$ cat src/rtl/pipe_pkg.sv
// Shared definitions for the pipeline stage register: occupancy states,
// stall counter width and default payload/control widths.
package pipe_pkg;

  // Occupancy of the stage; TWO is only reachable in the skid build.
  typedef enum logic [1:0] {
    EMPTY = 2'd0,
    ONE   = 2'd1,
    TWO   = 2'd2
  } occ_state_t;

  localparam int STALL_CNT_W = 16;
  localparam int DATA_W_DEF  = 32;
  localparam int CTRL_W_DEF  = 16;

endpackage

$ cat src/rtl/pipe_stage_entry.sv
// One stage entry: valid flag plus control and payload registers.
// clear kills the entry (payload zeroed only when CLR_DATA=1), load captures
// a new entry, drop retires the entry while leaving ctrl/data untouched.
module pipe_stage_entry
  import pipe_pkg::*;
#(
  parameter int DATA_W   = DATA_W_DEF,
  parameter int CTRL_W   = CTRL_W_DEF,
  parameter bit CLR_DATA = 1'b1
) (
  input  logic              clock,
  input  logic              resetn,
  input  logic              load,
  input  logic              drop,
  input  logic              clear,
  input  logic [CTRL_W-1:0] d_ctrl,
  input  logic [DATA_W-1:0] d_data,
  output logic              valid,
  output logic [CTRL_W-1:0] ctrl,
  output logic [DATA_W-1:0] data
);

  // Entry register: reset > clear > load > drop > hold.
  always_ff @(posedge clock) begin
    if (!resetn) begin
      valid <= 1'b0;
      ctrl  <= '0;
      data  <= '0;
    end else if (clear) begin
      valid <= 1'b0;
      ctrl  <= '0;
      if (CLR_DATA) data <= '0;
    end else if (load) begin
      valid <= 1'b1;
      ctrl  <= d_ctrl;
      data  <= d_data;
    end else if (drop) begin
      valid <= 1'b0;
    end
  end

endmodule

$ cat src/rtl/pipe_stage_reg.sv
// Pipeline stage register with valid/ready handshake, stall and flush.
// Define PIPE_STAGE_SKID_EN for a two-entry skid build whose in_ready does
// not depend on out_ready; otherwise the stage holds a single entry.
//
// state | meaning
// EMPTY | no entry held
// ONE   | head entry held and presented downstream
// TWO   | head plus skid entry held (skid build only), input blocked
module pipe_stage_reg
  import pipe_pkg::*;
#(
  parameter int DATA_W   = DATA_W_DEF,
  parameter int CTRL_W   = CTRL_W_DEF,
  parameter bit CLR_DATA = 1'b1
) (
  input  logic                   clock,
  input  logic                   resetn,
  input  logic                   stall,
  input  logic                   flush,
  input  logic                   in_valid,
  output logic                   in_ready,
  input  logic [CTRL_W-1:0]      in_ctrl,
  input  logic [DATA_W-1:0]      in_data,
  output logic                   out_valid,
  input  logic                   out_ready,
  output logic [CTRL_W-1:0]      out_ctrl,
  output logic [DATA_W-1:0]      out_data,
  output logic [STALL_CNT_W-1:0] stall_cnt
);

  occ_state_t        state, state_nx;
  logic              head_valid;
  logic              head_load, head_drop;
  logic [CTRL_W-1:0] head_d_ctrl;
  logic [DATA_W-1:0] head_d_data;
  logic              in_xfer, out_xfer;

`ifdef PIPE_STAGE_SKID_EN
  logic              skid_load, skid_drop, head_from_skid;
  logic              skid_valid;
  logic [CTRL_W-1:0] skid_ctrl;
  logic [DATA_W-1:0] skid_data;

  assign in_ready    = ~stall & (state != TWO);
  assign head_d_ctrl = head_from_skid ? skid_ctrl : in_ctrl;
  assign head_d_data = head_from_skid ? skid_data : in_data;
`else
  assign in_ready    = ~stall & (~head_valid | out_ready);
  assign head_d_ctrl = in_ctrl;
  assign head_d_data = in_data;
`endif

  assign out_valid = head_valid & ~stall;
  assign in_xfer   = in_valid & in_ready;
  assign out_xfer  = out_valid & out_ready;

  // Occupancy state register.
  always_ff @(posedge clock) begin
    if (!resetn) state <= EMPTY;
    else         state <= state_nx;
  end

  // Next occupancy and entry load/drop controls; flush overrides everything.
  always_comb begin
    state_nx  = state;
    head_load = 1'b0;
    head_drop = 1'b0;
`ifdef PIPE_STAGE_SKID_EN
    skid_load      = 1'b0;
    skid_drop      = 1'b0;
    head_from_skid = 1'b0;
`endif
    if (flush) begin
      state_nx = EMPTY;
    end else begin
      case (state)
        EMPTY: begin
          if (in_xfer) begin
            head_load = 1'b1;
            state_nx  = ONE;
          end
        end
        ONE: begin
          if (in_xfer && !out_xfer) begin
`ifdef PIPE_STAGE_SKID_EN
            skid_load = 1'b1;
            state_nx  = TWO;
`else
            head_load = 1'b1;
`endif
          end else if (in_xfer) begin
            head_load = 1'b1;
          end else if (out_xfer) begin
            head_drop = 1'b1;
            state_nx  = EMPTY;
          end
        end
        TWO: begin
`ifdef PIPE_STAGE_SKID_EN
          if (out_xfer) begin
            head_load      = 1'b1;
            head_from_skid = 1'b1;
            skid_drop      = 1'b1;
            state_nx       = ONE;
          end
`else
          state_nx = EMPTY;
`endif
        end
        default: state_nx = EMPTY;
      endcase
    end
  end

  pipe_stage_entry #(
    .DATA_W  (DATA_W),
    .CTRL_W  (CTRL_W),
    .CLR_DATA(CLR_DATA)
  ) u_head (
    .clock (clock),
    .resetn(resetn),
    .load  (head_load),
    .drop  (head_drop),
    .clear (flush),
    .d_ctrl(head_d_ctrl),
    .d_data(head_d_data),
    .valid (head_valid),
    .ctrl  (out_ctrl),
    .data  (out_data)
  );

`ifdef PIPE_STAGE_SKID_EN
  pipe_stage_entry #(
    .DATA_W  (DATA_W),
    .CTRL_W  (CTRL_W),
    .CLR_DATA(CLR_DATA)
  ) u_skid (
    .clock (clock),
    .resetn(resetn),
    .load  (skid_load),
    .drop  (skid_drop),
    .clear (flush),
    .d_ctrl(in_ctrl),
    .d_data(in_data),
    .valid (skid_valid),
    .ctrl  (skid_ctrl),
    .data  (skid_data)
  );
`endif

  // Saturating count of cycles spent stalled while holding an entry.
  always_ff @(posedge clock) begin
    if (!resetn)
      stall_cnt <= '0;
    else if (stall && !flush && head_valid && (stall_cnt != '1))
      stall_cnt <= stall_cnt + STALL_CNT_W'(1);
  end

endmodule

$ cat config.mk
export PLATFORM = sky130hd
export DESIGN_NAME = pipe_stage_reg
export DESIGN_NICKNAME = d
export VERILOG_FILES = /design/src/rtl/pipe_pkg.sv /design/src/rtl/pipe_stage_entry.sv /design/src/rtl/pipe_stage_reg.sv
export SDC_FILE = /design/constraint.sdc
export NUM_CORES = 1
export LEC_CHECK = 0
export CAP_MARGIN = 20
export CORE_MARGIN = 1.5
export CORE_UTILIZATION = 60
export CTS_BUF_LIST = sky130_fd_sc_hd__clkbuf_8
export CTS_CLUSTER_DIAMETER = 200
export CTS_CLUSTER_SIZE = 30
export DETAILED_ROUTE_END_ITERATION = 10
export DONT_BUFFER_PORTS = 1
export PLACE_DENSITY = 0.73
export SYNTH_ARGS = -nofsm -noshare
export SYNTH_HDL_FRONTEND = slang
export SYNTH_SLANG_ARGS = --single-unit
export TNS_END_PERCENT = 5
$ cat constraint.sdc
create_clock -name clock -period 5.35 [get_ports clock]
set_input_delay 1.07 -clock clock [delete_from_list [all_inputs] [get_ports clock]]
set_output_delay 1.07 -clock clock [all_outputs]
set_load 0.005 [all_outputs]
==> results of run 1 <==
## final cells by class
type	count	area share, %
clock buffer	10	5.01
clock inverter	6	1.00
inverter	4	0.547
multi-input combinational	232	42.0
sequential	66	48.1
tap	50	2.28
timing repair buffer	4	1.09
## Yosys cell counts, types with 2 or more instances
| cell | number |
|---|---|
| a211oi_1 | 2 |
| a21oi_1 | 58 |
| buf_1 | 2 |
| clkbuf_1 | 18 |
| dfxtp_1 | 66 |
| inv_1 | 4 |
| mux2i_1 | 3 |
| nand2_1 | 104 |
| nand2b_1 | 5 |
| nand3_1 | 6 |
| nand4_1 | 4 |
| nor2_1 | 6 |
| nor3_1 | 4 |
| nor4_1 | 3 |
| o211ai_1 | 2 |
| o21ai_0 | 5 |
| o311ai_0 | 2 |
| o31ai_1 | 4 |
| o41ai_1 | 2 |
| or3_1 | 5 |
| or4_1 | 4 |
## kinds of logic after synthesis
logic type | share of synthesized area [%]
fa+ha+maj | 0.488
flops | 51.6
mux | 1.17
buf+inv | 3.52
compound gates | 17.2
simple gates | 26.0
## power groups by stage
stage / clock (uW) / combinational, uW / sequential (uW)
after floorplan: 0 / 33.3 / 516
after global placement: 0 / 38.3 / 518
after detailed placement: 0 / 39.3 / 518
after CTS: 357 / 39.5 / 507
after global routing: 376 / 44.0 / 508
final: 345 / 38.5 / 507
## layout by cell type (no fill, tap or decap), types with 4 or more instances in the layout
master	instances
nand2_1	104
dfxtp_1	66
a21oi_1	58
clkbuf_8	10
inv_1	8
nor2_1	6
nand3_1	6
o21ai_0	5
or3_1	5
nand4_1	4
nor3_1	4
o31ai_1	4
or4_1	4
nand2b_1	4
buf_4	4
## sequential cells by signal, summed over array words and instances (netlist names)
signal and cells:
stall_cnt 16, u_head.valid 1, u_head.data 32, u_head.ctrl 16
state 1
## metal layers
layer / global-route usage (%) / wire [um] / vias to the layer above
met5: 0 / 0 / -
met1: 23.6 / 2150 / 956
met4: 8.50 / 23 / 0
li1: - / - / 1089
met2: 39.1 / 2680 / 86
met3: 14.6 / 624 / 2
## final timing paths
path	start	slack, ns	end	depth (start not counted)
min reg2reg	u_head.data[6]$_SDFFE_PP0P_	0.47	u_head.data[6]$_SDFFE_PP0P_	2
max reg2reg	u_head.valid$_SDFFE_PP0P_	3.35	stall_cnt[13]$_SDFFE_PN0P_	4
min	u_head.data[6]$_SDFFE_PP0P_	0.47	u_head.data[6]$_SDFFE_PP0P_	2
max	stall	2.94	in_ready	2
## per-stage QoR
| stage | total power (uW) | instance area (sq um) | worst slack, ns | utilization (%) | cells |
|---|---|---|---|---|---|
| floorplan | 549 | 2560 | 2.97 | - | 322 |
| global placement | 556 | 2580 | 2.66 | 63.6 | 356 |
| detailed placement | 557 | 2580 | 2.64 | 63.6 | 356 |
| CTS | 903 | 2750 | 2.94 | 67.7 | 372 |
| global route | 927 | 2750 | 2.88 | 67.7 | 372 |
| finish | 891 | 2750 | 2.94 | 67.7 | 372 |
==> metrics.txt, run 1 <==
outcome=finished, final reports clean; area leader, netlist=dfxtp_1; sequential element share of the synthesized area=between 50% and 60%; main area contributors after synthesis=dfxtp_1 (52%), nand2_1 (15%), a21oi_1 (11%); Clock Pin Slew Worst Setup and Hold Paths=approximately 0.060 ns; crit path time final=about 2.4 ns; Post-synth EDFFs=0; antenna cells=0; CTS tree=yes; switching power=about 200 uW; CP peak stage delay=around 0.17 ns; vias in the first global route=approximately 1.9k; net count after synthesis=between 300 and 400; post-CTS setup buffer count=0; largest net degree at the start of global routing=slightly above 50; Reg power frac=56.9%; clock buffer count from CTS=9; first-pass GRT wire length=~8100 um; area of the multi-input gates=approximately 1200 sq um; Leak=~0.00092 uW; # port buffers=0; final setup TNS=0 ns; die area=4670 sq um; worst min path class=flip-flop to flip-flop; slew margin rel.=a little under two fifths; synthesis-stage register bit count=66; Sequential Area=between 1000 and 1500 sq um; Fillers=between 300 and 400; CP Buf/Inv Count=1; Synth cell types=34; warnings from Yosys=0; Die Span X=approximately 70 um; # DRC=0; total clock sinks=66; Hold-fix buffers, CTS=0; CP Capture Type=output pin; Max Fclk=approximately 420 MHz; Worst-Margin Slew=0.939 ns; starting DRC count in detailed routing=between 100 and 150; Clock power frac=38.8%; Max Clock Skew=0.00364 ns; Synth top area share=around 52%; PwrDens=324 nW/um^2; Max FO, Critical Path=5; Routed WL=about 5500 um; Pint=around 680 uW; share of cells above drive strength 1=approximately 6.2%; H-tree depth=3; initial antenna violation count=0; DR pass1 iterations=4; Async S/R FF share, synth=0%; Root Driver=clkbuf_8; Layout Nets=approximately 370; gr ovfl total=0; I/O pin count=120; final hold violation count=0; Vias=2,133; Starting Density=roughly 63%; final setup violation count=0; unrepaired setup endpoints after global routing=no; Synth Area per Inst=just under 8 sq um; Via-to-Cell Ratio=about 5.7; critical path required time=roughly 4.3 ns; GP Congestion=0.763; crit-path cells=inv_1 -> o21a_1; Antenna Violating Nets Remaining=0; worst setup path class=primary input to output pin; Vert. Die Dim=around 68 um; Final Cycle Share=between 40 and 50%; CTS Buffer Depth=2; sw frac=23.1%; Layout area overhead=7.23%; max-slew violation count=0; Worst path top cell family by delay=compound AO/OA/AOI/OAI gates; Clk Latency, worst-skew pair=approximately 0.33 ns; Core Area=4060 sq um; Max-Cap Viols=0; DP HPWL=3730 um; CTS resizes=0; startpoint type of the worst setup path=primary input; slowest CP cell=o21a_1; Syn Inst Count=approximately 320; combinational power share=4.3%; drt wl/cell=14.7 um; minimum hold slack=0.469 ns; Main synth FF type=dfxtp_1; cell area after synthesis=around 2600 sq um; VDD IR max=roughly 250 uV; Total Routing Usage GR=a little under a quarter; worst path arrival time=between 1 and 1.5 ns; row count=23
No activity file was read; power rests on OpenSTA's default activity.
==> inputs of run 2 (changes only) <==
==> constraint.sdc (replaced) <==
create_clock -name clock -period 2.5 [get_ports clock]
set_input_delay 0.5 -clock clock [delete_from_list [all_inputs] [get_ports clock]]
set_output_delay 0.5 -clock clock [all_outputs]
set_load 0.005 [all_outputs]
==> run 2 against run 1 <==
Effect of this change:
- hold slack worse by 0.18 ns
- combinational power is 120% higher
- worst setup slack worse by 2.4 ns
- critical path type is now flip-flop to flip-flop
- global-route usage is 0.33 points higher
- count of clock-buffer cells in the layout stayed put
- die area stayed put
- clock skew hardly changed
- register-to-register slack worse by 2.8 ns
- critical path depth is 2 higher
- design area is 2.3% higher
- routed wire length is 0.13% lower
- highest routed layer unchanged
==> metrics.txt, run 2 (synthesis gave the netlist of run 1 again) <==
outcome=finished, final reports clean; VDD IR max=around 530 uV; Worst Reg-to-Reg Cells=4; Leak=0.000951 uW; flop-to-flop setup slack=about 0.59 ns; CTS Buffer Depth=2; share of cells above drive strength 1=between 6 and 7%; Max Fclk=~520 MHz; Max-Cap Viols=0; Pint=around 1700 uW; DR pass1 iterations=4; top routing layer used=met4; Routed WL=roughly 5500 um; row count=23; Vias=between 2k and 2.5k; clock buffer count from CTS=9; Vert. Die Dim=about 68 um; Via-to-Cell Ratio=between 5 and 6; initial antenna violation count=0; critical path required time=roughly 2.8 ns; slew margin rel.=approximately 61%; unrepaired setup endpoints after global routing=no; switching power=approximately 450 uW; CTS tree=yes; # port buffers=0; CP Capture Type=flip-flop; starting DRC count in detailed routing=between 100 and 150; max FFs per register=32; max-slew violation count=0; final hold violation count=0; Layout Nets=around 370; die area=4670 sq um; Design Area, Final=around 2800 sq um; worst setup path class=flip-flop to flip-flop; Hold-fix buffers, CTS=0; PwrDens=between 700 and 800 nW/um^2; top flop regs=u_head.data: 32 flops, stall_cnt: 16 flops, u_head.ctrl: 16 flops; worst min path class=primary input to flip-flop; H-tree depth=3; crit path time final=~1.9 ns; gr ovfl total=0; Core Area=about 4100 sq um; routed wl met3=roughly 560 um; Clock Pin Slew Worst Setup and Hold Paths=about 0.070 ns; Post-Route M1 WL=about 2200 um; # DRC=0; Reg with most FFs=u_head.data; startpoint type of the worst setup path=flip-flop; Layout area overhead=9.67%; DP HPWL=3770 um; Reg power frac=approximately half; combinational power share=roughly 4.0%; r2r endpoint=stall_cnt[13]$_SDFFE_PN0P_; largest net degree at the start of global routing=49; Final Cycle Share=76.3%; Crit. Startpoint=stall_cnt[4]$_SDFFE_PN0P_; antenna cells=0; Worst-Margin Slew=approximately 0.58 ns; Starting Density=63.1%; Clk Latency, worst-skew pair=0.34 ns; Total Routing Usage GR=a little under a quarter; final setup violation count=0; sw frac=21.2%; Die Span X=approximately 70 um; worst path arrival time=about 2.2 ns; Clock power frac=between 40% and 50%; vias in the first global route=roughly 1.8k; Max Clock Skew=0.00367 ns; I/O pin count=120; first-pass GRT wire length=8160 um; r2r startpoint=stall_cnt[4]$_SDFFE_PN0P_; Antenna Violating Nets Remaining=0; Cell Area, Placed=about 2600 sq um; Max FO, Critical Path=7; total clock sinks=66; commonest non-fill, non-tap cell in the layout=nand2_1; Root Driver=clkbuf_8; post-CTS setup buffer count=0; drt wl/cell=roughly 15 um; final setup TNS=0 ns; met2 WL=~2600 um; CP Capture Point=stall_cnt[13]$_SDFFE_PN0P_; CTS resizes=0; worst hold start=in_ctrl[5]; GP Congestion=between 0.7 and 0.8; most frequent cells in the layout=nand2_1 (104), dfxtp_1 (66), a21oi_1 (58), clkbuf_8 (10), inv_1 (8); worst hold stages=2
run 2: cell types whose count changed in the layout (fill, tap and decap cells not counted), sizes merged:
cell      change
clkinv        -1
clkinvlp      -1
bufinv        +2
buf           +2
run 2: how the worst min path moves through the flow:
stage,slack [ns],to
final,0.29,u_head.ctrl[5]$_SDFFE_PP0P_
after global routing,0.28,u_head.ctrl[5]$_SDFFE_PP0P_
after CTS,0.28,u_head.data[10]$_SDFFE_PP0P_
after detailed placement,0.46,u_head.data[6]$_SDFFE_PP0P_
after global placement,0.46,u_head.data[6]$_SDFFE_PP0P_
after floorplan,0.45,u_head.ctrl[0]$_SDFFE_PP0P_
run 2: layer usage:
metal  vias up  GRT usage, %
met3        11          10.7
met1       961          26.7
met2        83          37.4
li1       1091             -
met4         0          12.8
met5         -             0
run 2: area by class of cell:
class | instances | area [sq um]
sequential | 66 | 1320
clock buffer | 10 | 138
tap | 50 | 62.6
inverter | 4 | 15.0
fill | 341 | 1250
timing repair buffer | 6 | 45.0
multi-input combinational | 232 | 1150
clock inverter | 6 | 75.1
run 2: critical path, cell delays in order (launching register included):
cell and delay, ns:
dfxtp_1 0.44, nand4_2 0.18, or4_4 0.59, or4_1 0.49
a21oi_1 0.14
run 2: power groups by stage:
| stage | clock [uW] | sequential (uW) | combinational (uW) |
|---|---|---|---|
| after CTS | 969 | 1080 | 85.0 |
| after global placement | 0 | 1110 | 83.4 |
| after floorplan | 0 | 1100 | 71.3 |
| final | 952 | 1080 | 84.0 |
| after global routing | 1010 | 1090 | 96.5 |
| after detailed placement | 0 | 1110 | 85.1 |
run 2: per-stage QoR:
step | power, uW | setup WS, ns | instances | util, % | hold WS (ns)
after floorplan | 1180 | 0.686 | 322 | - | 0.453
after global placement | 1190 | 0.637 | 358 | 64.0 | 0.459
after detailed placement | 1190 | 0.605 | 358 | 64.0 | 0.464
after CTS | 2140 | 0.591 | 374 | 69.2 | 0.280
after global routing | 2190 | 0.448 | 374 | 69.2 | 0.278
final | 2120 | 0.592 | 374 | 69.2 | 0.291
==> inputs of run 3 (changes only) <==
--- a/config.mk
+++ b/config.mk
@@ -7,7 +7,7 @@
 export LEC_CHECK = 0
 export CAP_MARGIN = 20
 export CORE_MARGIN = 1.5
-export CORE_UTILIZATION = 60
+export CORE_UTILIZATION = 58
 export CTS_BUF_LIST = sky130_fd_sc_hd__clkbuf_8
 export CTS_CLUSTER_DIAMETER = 200
 export CTS_CLUSTER_SIZE = 30
==> constraint.sdc (replaced) <==
create_clock -name clock -period 1.6 [get_ports clock]
set_input_delay 0.32 -clock clock [delete_from_list [all_inputs] [get_ports clock]]
set_output_delay 0.32 -clock clock [all_outputs]
set_load 0.005 [all_outputs]
==> run 3 against run 2 <==
Effect of this change:
- via count is 9.3% higher
- sequential power is 56% higher
- die area rose by 3.3%
- non-clock buffer count is 30 higher
- first-iteration DRC count is 2.4% higher
- core utilization up 6.1 points
- the flow now finishes with violations (negative setup slack)
- largest cell class unchanged
- count of clock-buffer cells in the layout up 2
- global-route usage grew 2.7 points
- register-to-register slack got worse by 0.63 ns
- clock power is 51% higher
==> metrics.txt, run 3 (synthesis gave the netlist of run 1 again) <==
Root Driver=clkbuf_8; GP Congestion=around 0.89; die area=4820 sq um; slowest CP cell=or4_4; VDD IR max=~700 uV; switching power=between 700 and 800 uW; max-slew violation count=0; Core Area=around 4000 sq um; Reg with most FFs=u_head.data; vias in the first global route=between 2k and 2.5k; I/O pin count=120; Max Fclk=609 MHz; Die Span X=69.5 um; share of cells above drive strength 1=19.8%; Clock power frac=44.1%; Layout Nets=about 400; worst path arrival time=roughly 1.9 ns; Design Area, Final=3100 sq um; row count=23; gr ovfl total=0; CTS tree=yes; Worst path top cell family by delay=simple AND/OR/NAND/NOR gates; most frequent cells in the layout=nand2_1 (104), a21oi_1 (57), dfxtp_1 (56), buf_4 (35), clkbuf_8 (12); crit path time final=~1.6 ns; final setup violation count=3; # port buffers=0; largest net degree at the start of global routing=49; critical path required time=~1.9 ns; Vias=2,345; Final Cycle Share=103%; Layout area overhead=21.1%; Cell Area, Placed=between 2000 and 3000 sq um; Tot Pwr=around 3300 uW; combinational power share=between 4 and 5%; outcome=finished, violations left; worst min path class=primary input to flip-flop; # DRC=0; Total Routing Usage GR=about a quarter; max FFs per register=32; CP peak stage delay=~0.56 ns; crit-path cells=nand4_4 -> or4_4 -> or4_1 -> a21oi_1; startpoint type of the worst setup path=flip-flop; CTS Buffer Depth=2; DP HPWL=~4500 um; DR pass1 iterations=4; area of the multi-input gates=between 1000 and 1500 sq um; starting DRC count in detailed routing=130; final core utilization=75.3%; H-tree depth=3; Max Clock Skew=around 0.0053 ns; Sequential Area=~1300 sq um; Reg power frac=51.5%; Worst-Margin Slew=around 0.43 ns; final hold violation count=0; violated checks=negative setup slack; initial antenna violation count=0; Hold-fix buffers, CTS=0; drt wl/cell=approximately 16 um; commonest non-fill, non-tap cell in the layout=nand2_1; final setup TNS=-0.0720 ns; worst setup path class=flip-flop to flip-flop; top flop regs=u_head.data: 32 flops, stall_cnt: 16 flops, u_head.ctrl: 16 flops; Max FO, Critical Path=5; Fillers=around 310; CP Buf/Inv Count=0; CP Capture Type=flip-flop; Routed WL=around 6300 um; total clock sinks=between 60 and 70; worst setup margin=-0.0408 ns; Clk Latency, worst-skew pair=approximately 0.33 ns; Pint=2560 uW; slew margin rel.=between 70 and 80%; antenna cells=0; Leak=between 0.001 and 0.0015 uW; Via-to-Cell Ratio=5.80; Max-Cap Viols=0; flop-to-flop setup slack=-0.04 ns; Clock Pin Slew Worst Setup and Hold Paths=approximately 0.07 ns; Starting Density=62.2%; clock buffer count from CTS=9; first-pass GRT wire length=between 10,000 and 15,000 um; Antenna Violating Nets Remaining=0; unrepaired setup endpoints after global routing=yes; Vert. Die Dim=approximately 70 um; PwrDens=around 1100 nW/um^2; sw frac=21.9%
run 3: layout make-up:
cell class	count	area share, %
Tap cell	50	2.02
Timing Repair Buffer	36	9.12
Multi-Input combinational cell	232	38.2
Sequential cell	66	43.3
Clock inverter	4	1.61
Clock buffer	12	5.33
Inverter	4	0.484
run 3: worst paths after layout:
check | startpoint | end | cells after the start
min | in_data[1] | u_head.data[1]$_SDFFE_PP0P_ | 2
max | stall_cnt[4]$_SDFFE_PN0P_ | stall_cnt[13]$_SDFFE_PN0P_ | 4
max reg2reg | stall_cnt[4]$_SDFFE_PN0P_ | stall_cnt[13]$_SDFFE_PN0P_ | 4
min reg2reg | u_head.data[1]$_SDFFE_PP0P_ | u_head.data[1]$_SDFFE_PP0P_ | 2
run 3: stage by stage:
| stage | std cells | setup WS, ns | hold WS, ns |
|---|---|---|---|
| global placement | 387 | -0.0171 | 0.458 |
| finish | 404 | -0.0408 | 0.111 |
| floorplan | 322 | -0.0305 | 0.453 |
| CTS | 404 | -0.0311 | 0.101 |
| detailed placement | 387 | -0.0521 | 0.462 |
| global route | 404 | -0.135 | 0.0955 |
run 3: repair_timing:
| action | in CTS | in global routing |
|---|---|---|
| pin swaps | 2 | 1 |
| setup buffers | 1 | 0 |
| setup endpoints to repair | 7 | 10 |
| resized for setup | 6 | 4 |
run 3: power groups by stage:
| stage | Combinational [uW] | Sequential [uW] | Clock, uW |
|---|---|---|---|
| floorplan | 111 | 1720 | 0 |
| global placement | 140 | 1730 | 0 |
| detailed placement | 144 | 1730 | 0 |
| CTS | 146 | 1690 | 1470 |
| global route | 161 | 1690 | 1560 |
| finish | 143 | 1690 | 1440 |
run 3: worst reg2reg max path, delay by kind of cell (launching register included):
family / cells / cell delay (ns)
and+or+nand+nor: 3 / 1.09
DFF: 1 / 0.36
AOI/OAI and AO/OA: 1 / 0.13
run 3: per-layer routing:
layer	part of all wire [%]	global-route usage [%]
met1	37	28.6
met2	51	45.4
met3	9.7	10.8
met4	1.6	11.3
met5	0	0
